**config.mk**
```make
export PLATFORM = sky130hd
export DESIGN_NAME = ifu_fetch_stage_flat
export DESIGN_NICKNAME = d
export VERILOG_FILES = /design/src/rtl/ifu_fetch_stage_if.sv /design/src/rtl/ifu_fetch_stage.sv /design/src/flat_wrapper.sv
export SDC_FILE = /design/constraint.sdc
export NUM_CORES = 1
export LEC_CHECK = 0
export BUFFER_PORTS_ARGS = -buffer_cell sky130_fd_sc_hd__buf_2
export CORE_ASPECT_RATIO = 1.4
export CORE_MARGIN = 2
export CORE_UTILIZATION = 30
export CTS_CLUSTER_SIZE = 8
export DETAILED_ROUTE_END_ITERATION = 10
export SLEW_MARGIN = 5
export SYNTH_ARGS = -nofsm -noshare
export SYNTH_HDL_FRONTEND = slang
export SYNTH_SLANG_ARGS = --single-unit
```
**constraint.sdc**
```tcl
create_clock -name clk -period 2.4 [get_ports clk]
set_input_delay 0.48 -clock clk [delete_from_list [all_inputs] [get_ports clk]]
set_output_delay 0.48 -clock clk [all_outputs]
set_load 0.01 [all_outputs]
```
**src/rtl/ifu_fetch_stage_if.sv**
```systemverilog
// ifu_fetch_stage_if: instruction-memory request/ready port between the fetch stage and memory
interface ifu_fetch_stage_if;
  logic        imem_req;
  logic [31:0] imem_addr;
  logic [31:0] imem_rdata;
  logic        imem_ready;
  modport master (output imem_req, imem_addr, input imem_rdata, imem_ready);
  modport slave  (input imem_req, imem_addr, output imem_rdata, imem_ready);
endinterface

```
**src/rtl/ifu_fetch_stage.sv**
```systemverilog
// ifu_fetch_stage: F-stage PC, instruction fetch with wait/stall tolerance, and the F/D pipeline register
module ifu_fetch_stage #(
  parameter logic [31:0] PC_RESET = 32'h0000_3000,
  parameter logic [31:0] IM_BASE  = 32'h0000_3000,
  parameter logic [31:0] IM_LIMIT = 32'h0000_6FFC
) (
  input  logic                      clk,
  input  logic                      reset,
  input  logic                      stall,
  input  logic                      npc_sel,
  input  logic [31:0]               NPC,
  ifu_fetch_stage_if.master         imem,
  output logic [31:0]               PC_F,
  output logic [31:0]               Instr_D,
  output logic [31:0]               PC_D,
  output logic                      valid_D,
  output logic                      exc_adel_D,
  output logic                      fetch_busy
);
  typedef enum logic {FETCH, HOLD} state_t;
  state_t      r_state, w_next;
  logic [31:0] r_pc, r_instr, r_pc_d, r_pend_pc, r_buf;
  logic        r_valid, r_exc, r_pend_v;
  logic        w_bad, w_avail, w_fire, w_capture;
  logic [31:0] w_word;
  assign w_bad      = (r_pc[1:0] != 2'b00) || (r_pc < IM_BASE) || (r_pc > IM_LIMIT);
  assign w_avail    = (r_state == FETCH && (imem.imem_ready || w_bad)) || r_state == HOLD;
  assign w_word     = (r_state == HOLD) ? r_buf : (w_bad ? 32'd0 : imem.imem_rdata);
  assign w_fire     = w_avail && !stall;
  assign w_capture  = r_state == FETCH && imem.imem_ready && stall && !w_bad;
  assign imem.imem_req  = r_state == FETCH && !w_bad;
  assign imem.imem_addr = r_pc;
  assign fetch_busy = r_state == FETCH && !imem.imem_ready && !w_bad;
  assign PC_F       = r_pc;
  assign Instr_D    = r_instr;
  assign PC_D       = r_pc_d;
  assign valid_D    = r_valid;
  assign exc_adel_D = r_exc;
  always_comb begin
    w_next = w_capture ? HOLD : (r_state == HOLD && !stall) ? FETCH : r_state;
  end
  always_ff @(posedge clk) begin
    if (reset) r_state <= FETCH;
    else       r_state <= w_next;
  end
  always_ff @(posedge clk) begin
    if (reset) begin
      r_pc      <= PC_RESET;
      r_instr   <= '0;
      r_pc_d    <= '0;
      r_valid   <= 1'b0;
      r_exc     <= 1'b0;
      r_pend_v  <= 1'b0;
      r_pend_pc <= '0;
      r_buf     <= '0;
    end else begin
      if (!stall) begin
        r_instr <= w_fire ? w_word : 32'd0;
        r_pc_d  <= r_pc;
        r_valid <= w_fire;
        r_exc   <= w_fire && w_bad;
      end
      // a redirect seen while F has nothing to hand over is kept until the delay slot leaves F
      if (w_fire) begin
        r_pc     <= npc_sel ? NPC : (r_pend_v ? r_pend_pc : r_pc + 32'd4);
        r_pend_v <= 1'b0;
      end else if (!stall && npc_sel) begin
        r_pend_v  <= 1'b1;
        r_pend_pc <= NPC;
      end
      if (w_capture) r_buf <= imem.imem_rdata;
    end
  end
endmodule

```
**src/flat_wrapper.sv**
```systemverilog
// flat-port wrapper written by rule: the top's interface ports become plain ports
module ifu_fetch_stage_flat 
#(
  parameter logic [31:0] PC_RESET = 32'h0000_3000,
  parameter logic [31:0] IM_BASE  = 32'h0000_3000,
  parameter logic [31:0] IM_LIMIT = 32'h0000_6FFC
)
  (clk, reset, stall, npc_sel, NPC, PC_F, Instr_D, PC_D, valid_D, exc_adel_D, fetch_busy, imem_imem_req, imem_imem_addr, imem_imem_rdata, imem_imem_ready);
  ifu_fetch_stage_if imem_i ();
  input  logic clk;
  input  logic reset;
  input  logic stall;
  input  logic npc_sel;
  input  logic [31:0] NPC;
  output logic [31:0] PC_F;
  output logic [31:0] Instr_D;
  output logic [31:0] PC_D;
  output logic valid_D;
  output logic exc_adel_D;
  output logic fetch_busy;
  output wire logic [$bits(imem_i.imem_req)-1:0] imem_imem_req;
  output wire logic [$bits(imem_i.imem_addr)-1:0] imem_imem_addr;
  input wire logic [$bits(imem_i.imem_rdata)-1:0] imem_imem_rdata;
  input wire logic [$bits(imem_i.imem_ready)-1:0] imem_imem_ready;
  assign imem_imem_req = imem_i.imem_req;
  assign imem_imem_addr = imem_i.imem_addr;
  assign imem_i.imem_rdata = imem_imem_rdata;
  assign imem_i.imem_ready = imem_imem_ready;
  ifu_fetch_stage #(.PC_RESET(PC_RESET), .IM_BASE(IM_BASE), .IM_LIMIT(IM_LIMIT)) u_core (.clk(clk), .reset(reset), .stall(stall), .npc_sel(npc_sel), .NPC(NPC), .imem(imem_i), .PC_F(PC_F), .Instr_D(Instr_D), .PC_D(PC_D), .valid_D(valid_D), .exc_adel_D(exc_adel_D), .fetch_busy(fetch_busy));
endmodule
```
### After elaboration in Yosys (flattened, before gate mapping)

Cells that the tools add are included.

| operators by class | value |
|---|---|
| bitwise gates (word level) | 2 |
| mux-type cells | 7 |
| add/sub/neg operators | 1 |
| magnitude comparators | 2 |
| reduce and logical (&&, ||, !) cells | 22 |

Operators with widths:

| operator | count |
|---|---|
| $mux W32 | 5 |
| $add A32 B3 Y32 const B | 1 |
| $gt A32 B15 Y1 const B | 1 |
| $lt A32 B14 Y1 const B | 1 |
| $logic_and A1 B1 Y1 | 11 |
| $logic_or A1 B1 Y1 | 4 |
| $reduce_bool A2 Y1 | 2 |
| $logic_not A1 Y1 | 3 |
| $mux W1 | 2 |
| $not A1 Y1 | 2 |
| $reduce_and A2 Y1 | 1 |
| $reduce_or A2 Y1 | 1 |

| word-level totals | value |
|---|---|
| flip-flop bits (word level) | 164 |
| input bits | 69 |

### Depth between registers and ports, before layout

Gate-level depths: netlist of run 1.

| logic depth | value |
|---|---|
| depth after elaboration | 9 |
| mapped depth | 8 |
| gate-level depth less buffers | 6 |

### Worst setup path after synthesis of run 1

OpenSTA, ideal clock, no wires.

| timing | value |
|---|---|
| kind | register to register |
| start | register u_core.r_pc[3], in the netlist u_core.PC_F[3] |
| end | register u_core.r_pc[16], in the netlist u_core.PC_F[16] |
| library setup time | 0.132 ns |
| period minus slack after synthesis | 1.877 ns |
| path slack | 0.523 ns |
| arrival | 1.745 ns |
| stages on the path, launching flop included | 7 |
| path through | dfxtp_1 > ha_1 > nand3_2 > or4_4 > and2_1 > o21ai_0 > a21oi_1 |

| between the ends | value |
|---|---|
| cells in the longest elaborated chain, start to end | 7 |

RTL lines:

| element | line | RTL |
|---|---|---|
| start: declaration | ifu_fetch_stage.sv:22 | `logic [31:0] r_pc, r_instr, r_pc_d, r_pend_pc, r_buf;` |
| start signal: assignment | ifu_fetch_stage.sv:65 | `r_pc <= npc_sel ? NPC : (r_pend_v ? r_pend_pc : r_pc + 32'd4);` |
| $lt A32 B14 Y1 | ifu_fetch_stage.sv:26 | `assign w_bad = (r_pc[1:0] != 2'b00) \|\| (r_pc < IM_BASE) \|\| (r_pc > IM_LIMIT);` |
| $logic_or A1 B1 Y1 (2 in series) | ifu_fetch_stage.sv:26 |  |
| $logic_or A1 B1 Y1 | ifu_fetch_stage.sv:27 | `assign w_avail = (r_state == FETCH && (imem.imem_ready \|\| w_bad)) \|\| r_state == HOLD;` |
| $logic_and A1 B1 Y1 | ifu_fetch_stage.sv:27 |  |
| $logic_or A1 B1 Y1 | ifu_fetch_stage.sv:27 |  |
| $logic_and A1 B1 Y1 | ifu_fetch_stage.sv:29 | `assign w_fire = w_avail && !stall;` |

Several ways; a longest one is shown, not always the timed one.
A chain may end at the register's enable or synchronous reset.

### Worst setup path in the final report of run 1

| timing | value |
|---|---|
| start | register u_core.r_pc[31], in the netlist u_core.PC_F[31] |
| end | output port fetch_busy |

| between the ends | value |
|---|---|
| cells in the longest elaborated chain, start to end | 5 |

RTL lines:

| element | line | RTL |
|---|---|---|
| $lt A32 B14 Y1 | ifu_fetch_stage.sv:26 |  |
| $logic_or A1 B1 Y1 | ifu_fetch_stage.sv:26 |  |
| $logic_or A1 B1 Y1 (*) | ifu_fetch_stage.sv:26 |  |
| $logic_not A1 Y1 (*) | ifu_fetch_stage.sv:33 | `assign fetch_busy = r_state == FETCH && !imem.imem_ready && !w_bad;` |
| $logic_and A1 B1 Y1 (*) | ifu_fetch_stage.sv:33 |  |
| end: declaration | flat_wrapper.sv:20 | `output logic fetch_busy;` |

Every way passes the cells marked *; elsewhere a longest branch is shown, timed or not.

==> results.cfg, run 1 <==
[outcome]
outcome = complete, no violations

[sta]
hold_violations = 0
slew_violations = 0
worst_slew_pin_slew_ps = 658.4
finalSetupTns_ps = 0
finalCritPeriodShare_pct = 95.19
clock_skew_ps = 9.611
setup_slack_ps = 115.3
report.final.setup_viol = 0
clock.fmax_mhz = 437.7
fin_crit_ps = 2285
maxSlewHeadroom_pct = 55.70
grt_setup_unrepaired = no

[hold_path]
hp-class = in -> reg

[route]
wirelength_um = 22550
vias = 7035
drtIter0Drc = 420
wl_per_cell_um = 15.93
final_antenna_net_count = 0
drc = 0
via_per_inst = 4.972
drtPass1Iterations = 5

[final_layout]
drive_above_1_share_pct = 27.58
layout.nets = 1153
seq_area_um2 = 3288
multi_input_area_um2 = 3744
fill_cells = 2638
area_delta_synth_final_pct = 22.60

[clock_tree]
clockRootBuffer = clkbuf_16
clock_latency_ps = 440
cts.sinks = 164
clk_transition_reported_paths_ps = 70
ctsLongestPathBuffers = 2
cts_hold_buf = 0
cts_tree = done
cts_made_buffers = 17
htreeDepth = 4

[worst_setup_path]
cp_max_fo = 7
cp.arrival_ps = 1800
critPathKind = reg -> out
crit_path_start_kind = flop
crit_required_ps = 1920
end_kind = output port

[floorplan]
start_util_pct = 30.44
row_count = 69
dieHeight_um = 193.6
dieWidth_um = 139.4
boundaryPins = 201
fp.dieArea_um2 = 26990
core_um2 = 25300

[place]
pre_cts_slack_ps = 285.9
hpwl_um = 15150
portBuffers = 200
finalWeightedCongestion = 0.7559

[logic_synthesis]
synth_edf_count = 0
synthCells = 929
syn_area_um2 = 7701
synth_ff_type = dfxtp_1
yosysTopAreaCellShare_pct = 42.63
yosysSeqAreaShare_pct = 42.63
yosysMostFrequentCell = nand2_1
syn-num-nets = 999
syn_area_per_cell_um2 = 8.290
synth.top_cells.by_count = nand2_1 (173), dfxtp_1 (164), a21oi_1 (112)
synthArstFlopShare_pct = 0
synth_area_leader_cell = dfxtp_1
yosysWarnings = 0
synth_area_leaders = dfxtp_1 (43%), nand2_1 (8.4%), a21oi_1 (7.3%)
yosys_register_bits = 164
synthDistinctLibCells = 61

[grt]
grt_first_pass_wirelength_um = 35970
track_usage_pct = 16.52
grt_pass1_vias = 6477
antenna_found_initial = 1
overflow = 0
grt_max_degree = 95

[flow_run]
cap_violations = 0

[power]
power_density_nw_per_um2 = 666.0
p_leak_uw = 0.004252
irDropWorstVdd_mv = 0.5533
[final timing paths]
| kind | cells past startpoint | from | slack (ps) | end |
|---|---|---|---|---|
| setup / recovery | 4 | u_core.PC_F[31] | 120 | fetch_busy |
| setup reg to reg | 7 | u_core.PC_F[18] | 290 | u_core.r_pend_pc[30] |
| hold / removal | 2 | imem_imem_rdata[20] | 250 | u_core.Instr_D[20] |
| hold reg to reg | 2 | u_core.r_pend_pc[1] | 450 | u_core.r_pend_pc[1] |
[state kept, by name, indices dropped and copies added (netlist names)]
| signal | count |
|---|---|
| u_core.exc_adel_D | 1 |
| u_core.r_state | 1 |
| u_core.r_pend_v | 1 |
| u_core.r_pend_pc | 32 |
| u_core.PC_F | 32 |
| u_core.r_buf | 32 |
| u_core.Instr_D | 32 |
| u_core.PC_D | 32 |
| u_core.valid_D | 1 |
[cell families (layout without fill, tap and decap cells)]
family / Yosys count / in the layout / share of synthesized area (%)
and+or+nand+nor: 315 / 315 / 19.56
AOI/OAI and AO/OA: 272 / 272 / 22.52
DFF: 164 / 164 / 42.63
buffers and inverters: 130 / 296 / 9.147
muxes: 39 / 39 / 5.069
xor gates and xnor gates: 8 / 8 / 0.9099
adders and majority gates: 1 / 1 / 0.1624
other: 0 / 1 / 0
[critical path: stages (launching register included)]
cell and delay [ps]:
dfxtp_2 390, nor4_4 390, nand3_2 180, nor4_2 230, buf_2 180
[what timing repair did]
action / in CTS / in global routing
gates resized for setup: 4 / 1
setup endpoints to repair: 2 / 1
buffers inserted: 4 / 0
gates cloned: 0 / 0
pin swaps: 4 / 2
[routing by layer]
layer	GRT usage, %	wire [um]	vias up
met5	0	13	-
met4	5.425	381	2
met3	3.490	1086	28
met2	28.40	11320	189
met1	20.52	9746	3319
li1	-	-	3497
[where the power goes]
group / internal (uW) / leakage (uW) / switching [uW]
Sequential: 2800 / 0.00133 / 88.0
Combinational: 313 / 0.00265 / 446
Clock: 1440 / 0.000273 / 1200
[through the flow]
step           util, %  instance area [um2]  hold slack, ps  instances  total power [uW]
3_5_place_dp     34.93                 8836           443.5       1379              3694
4_1_cts          37.29                 9433           224.6       1414              6381
5_1_grt          37.32                 9439           243.0       1414              6559
2_1_floorplan        -                 7701           431.2        929              3409
6_report         37.33                 9442           248.2       1415              6288
3_3_place_gp     34.93                 8836           437.9       1379              3687
[area by class of cell]
| class | count | share of cell area, % |
|---|---|---|
| Antenna cell | 1 | 0.02650 |
| Tap cell | 319 | 4.227 |
| Timing Repair Buffer | 245 | 14.60 |
| Inverter | 20 | 0.7951 |
| Clock buffer | 18 | 4.545 |
| Multi-Input combinational cell | 635 | 39.65 |
| Clock inverter | 13 | 1.325 |
| Sequential cell | 164 | 34.83 |
[layout by cell type, fill, tap and decap left out, drive strengths merged, types with 3 or more instances in the layout]
| cell | count |
|---|---|
| buf | 245 |
| nand2 | 173 |
| dfxtp | 164 |
| a21oi | 113 |
| nor2 | 57 |
| o21ai | 45 |
| mux2i | 39 |
| a21o | 35 |
| a22o | 32 |
| inv | 25 |
| clkbuf | 18 |
| nor3 | 16 |
| nand3 | 14 |
| nor4 | 13 |
| a211oi | 10 |
| a31oi | 10 |
| nor2b | 7 |
| nand4 | 7 |
| xor2 | 6 |
| and3 | 6 |
| clkinv | 6 |
| a311oi | 4 |
| nand2b | 4 |
| a41oi | 4 |
| a211o | 3 |
| a21boi | 3 |
Note: power is estimated with default switching activity, not from simulation.
==> inputs of run 2 (changes only) <==
Clock period 2.4 ns to 2.35 ns, I/O delays scaled along.
==> run 2 against run 1 <==
First-iteration DRC count up 3.1%. Non-clock buffer count up 1. Design area up 1.2%. Combinational power up 3.7%. Critical endpoint unchanged. Routed wire length up 1.1%. Flip-flop and latch count unchanged. Core utilization up 0.43 points. Clock skew up 6.4 ps. Via count about the same. Clock-buffer cell count up 1. Sequential share of layout area down 0.42 points.
==> results.cfg, run 2 (synthesized netlist as in run 1, its figures left out) <==
[worst_setup_path]
ff2ff_path_depth = 5
slowest_delay_ps = 350
end_kind = output port
cp.buffers_inverters = 1
critPathSlowestCell = dfxtp_1
cp.arrival_ps = 1770
cp_top_family = simple AND/OR/NAND/NOR gates
crit_required_ps = 1880
critPathKind = reg -> out
r2r_start = u_core.PC_F[21]
r2r_slack_ps = 270
crit_chain = nor4_4 -> nand3_2 -> nor4_2 -> buf_2
r2r-end = u_core.PC_F[27]
crit_path_start_kind = flop
cp_max_fo = 5

[final_layout]
design_area_um2 = 9550
num_antenna_cells = 0
drive_above_1_share_pct = 27.62
area_delta_synth_final_pct = 24.01
final_common_cell = buf_2
fin_cells = 1416
layout.nets = 1154
layout_common_cells = buf_2 (199), nand2_1 (173), dfxtp_1 (162)

[route]
via_per_inst = 4.972
vias = 7041
wirelength_um = 22800
final_antenna_net_count = 0
drtPass1Iterations = 5
drc = 0
drtIter0Drc = 433
wl_per_cell_um = 16.10

[floorplan]
dieHeight_um = 193.6
dieWidth_um = 139.4
core_um2 = 25300
row_count = 69
boundaryPins = 201
start_util_pct = 30.44
fp.dieArea_um2 = 26990

[clock_tree]
clockRootBuffer = clkbuf_16
htreeDepth = 4
cts.sinks = 164
cts_made_buffers = 17
ctsLongestPathBuffers = 2
clk_transition_reported_paths_ps = 70
cts_tree = done
cts_hold_buf = 0
clock_latency_ps = 440

[sta]
hold-worst-slack_ps = 241.5
slew_violations = 0
fin_crit_ps = 2236
setup_slack_ps = 113.7
clock_skew_ps = 15.99
clock.fmax_mhz = 447.2
worst_slew_pin_slew_ps = 570.9
report.final.setup_viol = 0
finalCritPeriodShare_pct = 95.16
hold_violations = 0
maxSlewHeadroom_pct = 61.94
grt_setup_unrepaired = yes

[grt]
grt_max_degree = 66
grt_first_pass_wirelength_um = 35430
track_usage_pct = 16.44
grt_pass1_vias = 6518
overflow = 0
antenna_found_initial = 1

[outcome]
outcome = complete, no violations

[flow_run]
cap_violations = 0

[power]
p_leak_uw = 0.004297
power_uw = 6711
power_density_nw_per_um2 = 702.7
irDropWorstVdd_mv = 0.5296

[hold_path]
min_to = u_core.Instr_D[14]
hold_path_depth = 2
hp-class = in -> reg
hp-start = imem_imem_rdata[14]

[place]
portBuffers = 200
hpwl_um = 15330
placed_cells = 1382
pre_cts_slack_ps = 307.5
placed_cell_area_um2 = 8896
finalWeightedCongestion = 0.7578
-- run 2: cell type report --
type / count / area [um2]
inverters: 20 / 75.07
multi-input cells: 635 / 3744
flip-flops and latches: 164 / 3286
repair buffers: 246 / 1424
clock buffers: 19 / 452.9
fillers: 2588 / 15750
well taps: 319 / 399.1
clock inverters: 13 / 170.2
-- run 2: stage by stage --
step | TNS, ps | utilization (%)
after floorplan | 0 | -
after global placement | 0 | 35.17
after detailed placement | 0 | 35.17
after CTS | 0 | 37.70
after global routing | -8.082 | 37.76
final | 0 | 37.76
-- run 2: per-layer routing --
| metal | global-route usage, % | vias to the layer above | routed length, um |
|---|---|---|---|
| met4 | 5.724 | 2 | 402 |
| met1 | 20.33 | 3314 | 9682 |
| met2 | 28.36 | 191 | 11540 |
| li1 | - | 3507 | - |
| met5 | 0 | - | 12 |
| met3 | 3.243 | 27 | 1159 |
-- run 2: worst max-delay path by stage --
| stage | start | cells past startpoint | slack [ps] | endpoint |
|---|---|---|---|---|
| after CTS | u_core.PC_F[31] | 4 | 30 | fetch_busy |
| after detailed placement | u_core.PC_F[31] | 6 | 310 | u_core.r_pend_pc[13] |
| after global placement | u_core.PC_F[31] | 6 | 350 | u_core.r_pend_pc[4] |
| after global routing | u_core.PC_F[31] | 4 | -8 | fetch_busy |
| final | u_core.PC_F[22] | 4 | 110 | fetch_busy |
| after floorplan | u_core.PC_F[3] | 6 | 470 | u_core.PC_F[16] |
-- run 2: what timing repair did --
item                       in CTS  in global routing
pin swaps                       1                  2
setup endpoints to repair       2                  2
setup buffers                   0                  2
resized for setup               3                  0
-- run 2: power breakdown --
| part | internal, uW | total, uW | leakage (uW) | switching (uW) |
|---|---|---|---|---|
| logic | 322 | 788 | 0.00266 | 466 |
| clock network | 1750 | 2980 | 0.000303 | 1230 |
| registers | 2860 | 2940 | 0.00133 | 80.1 |
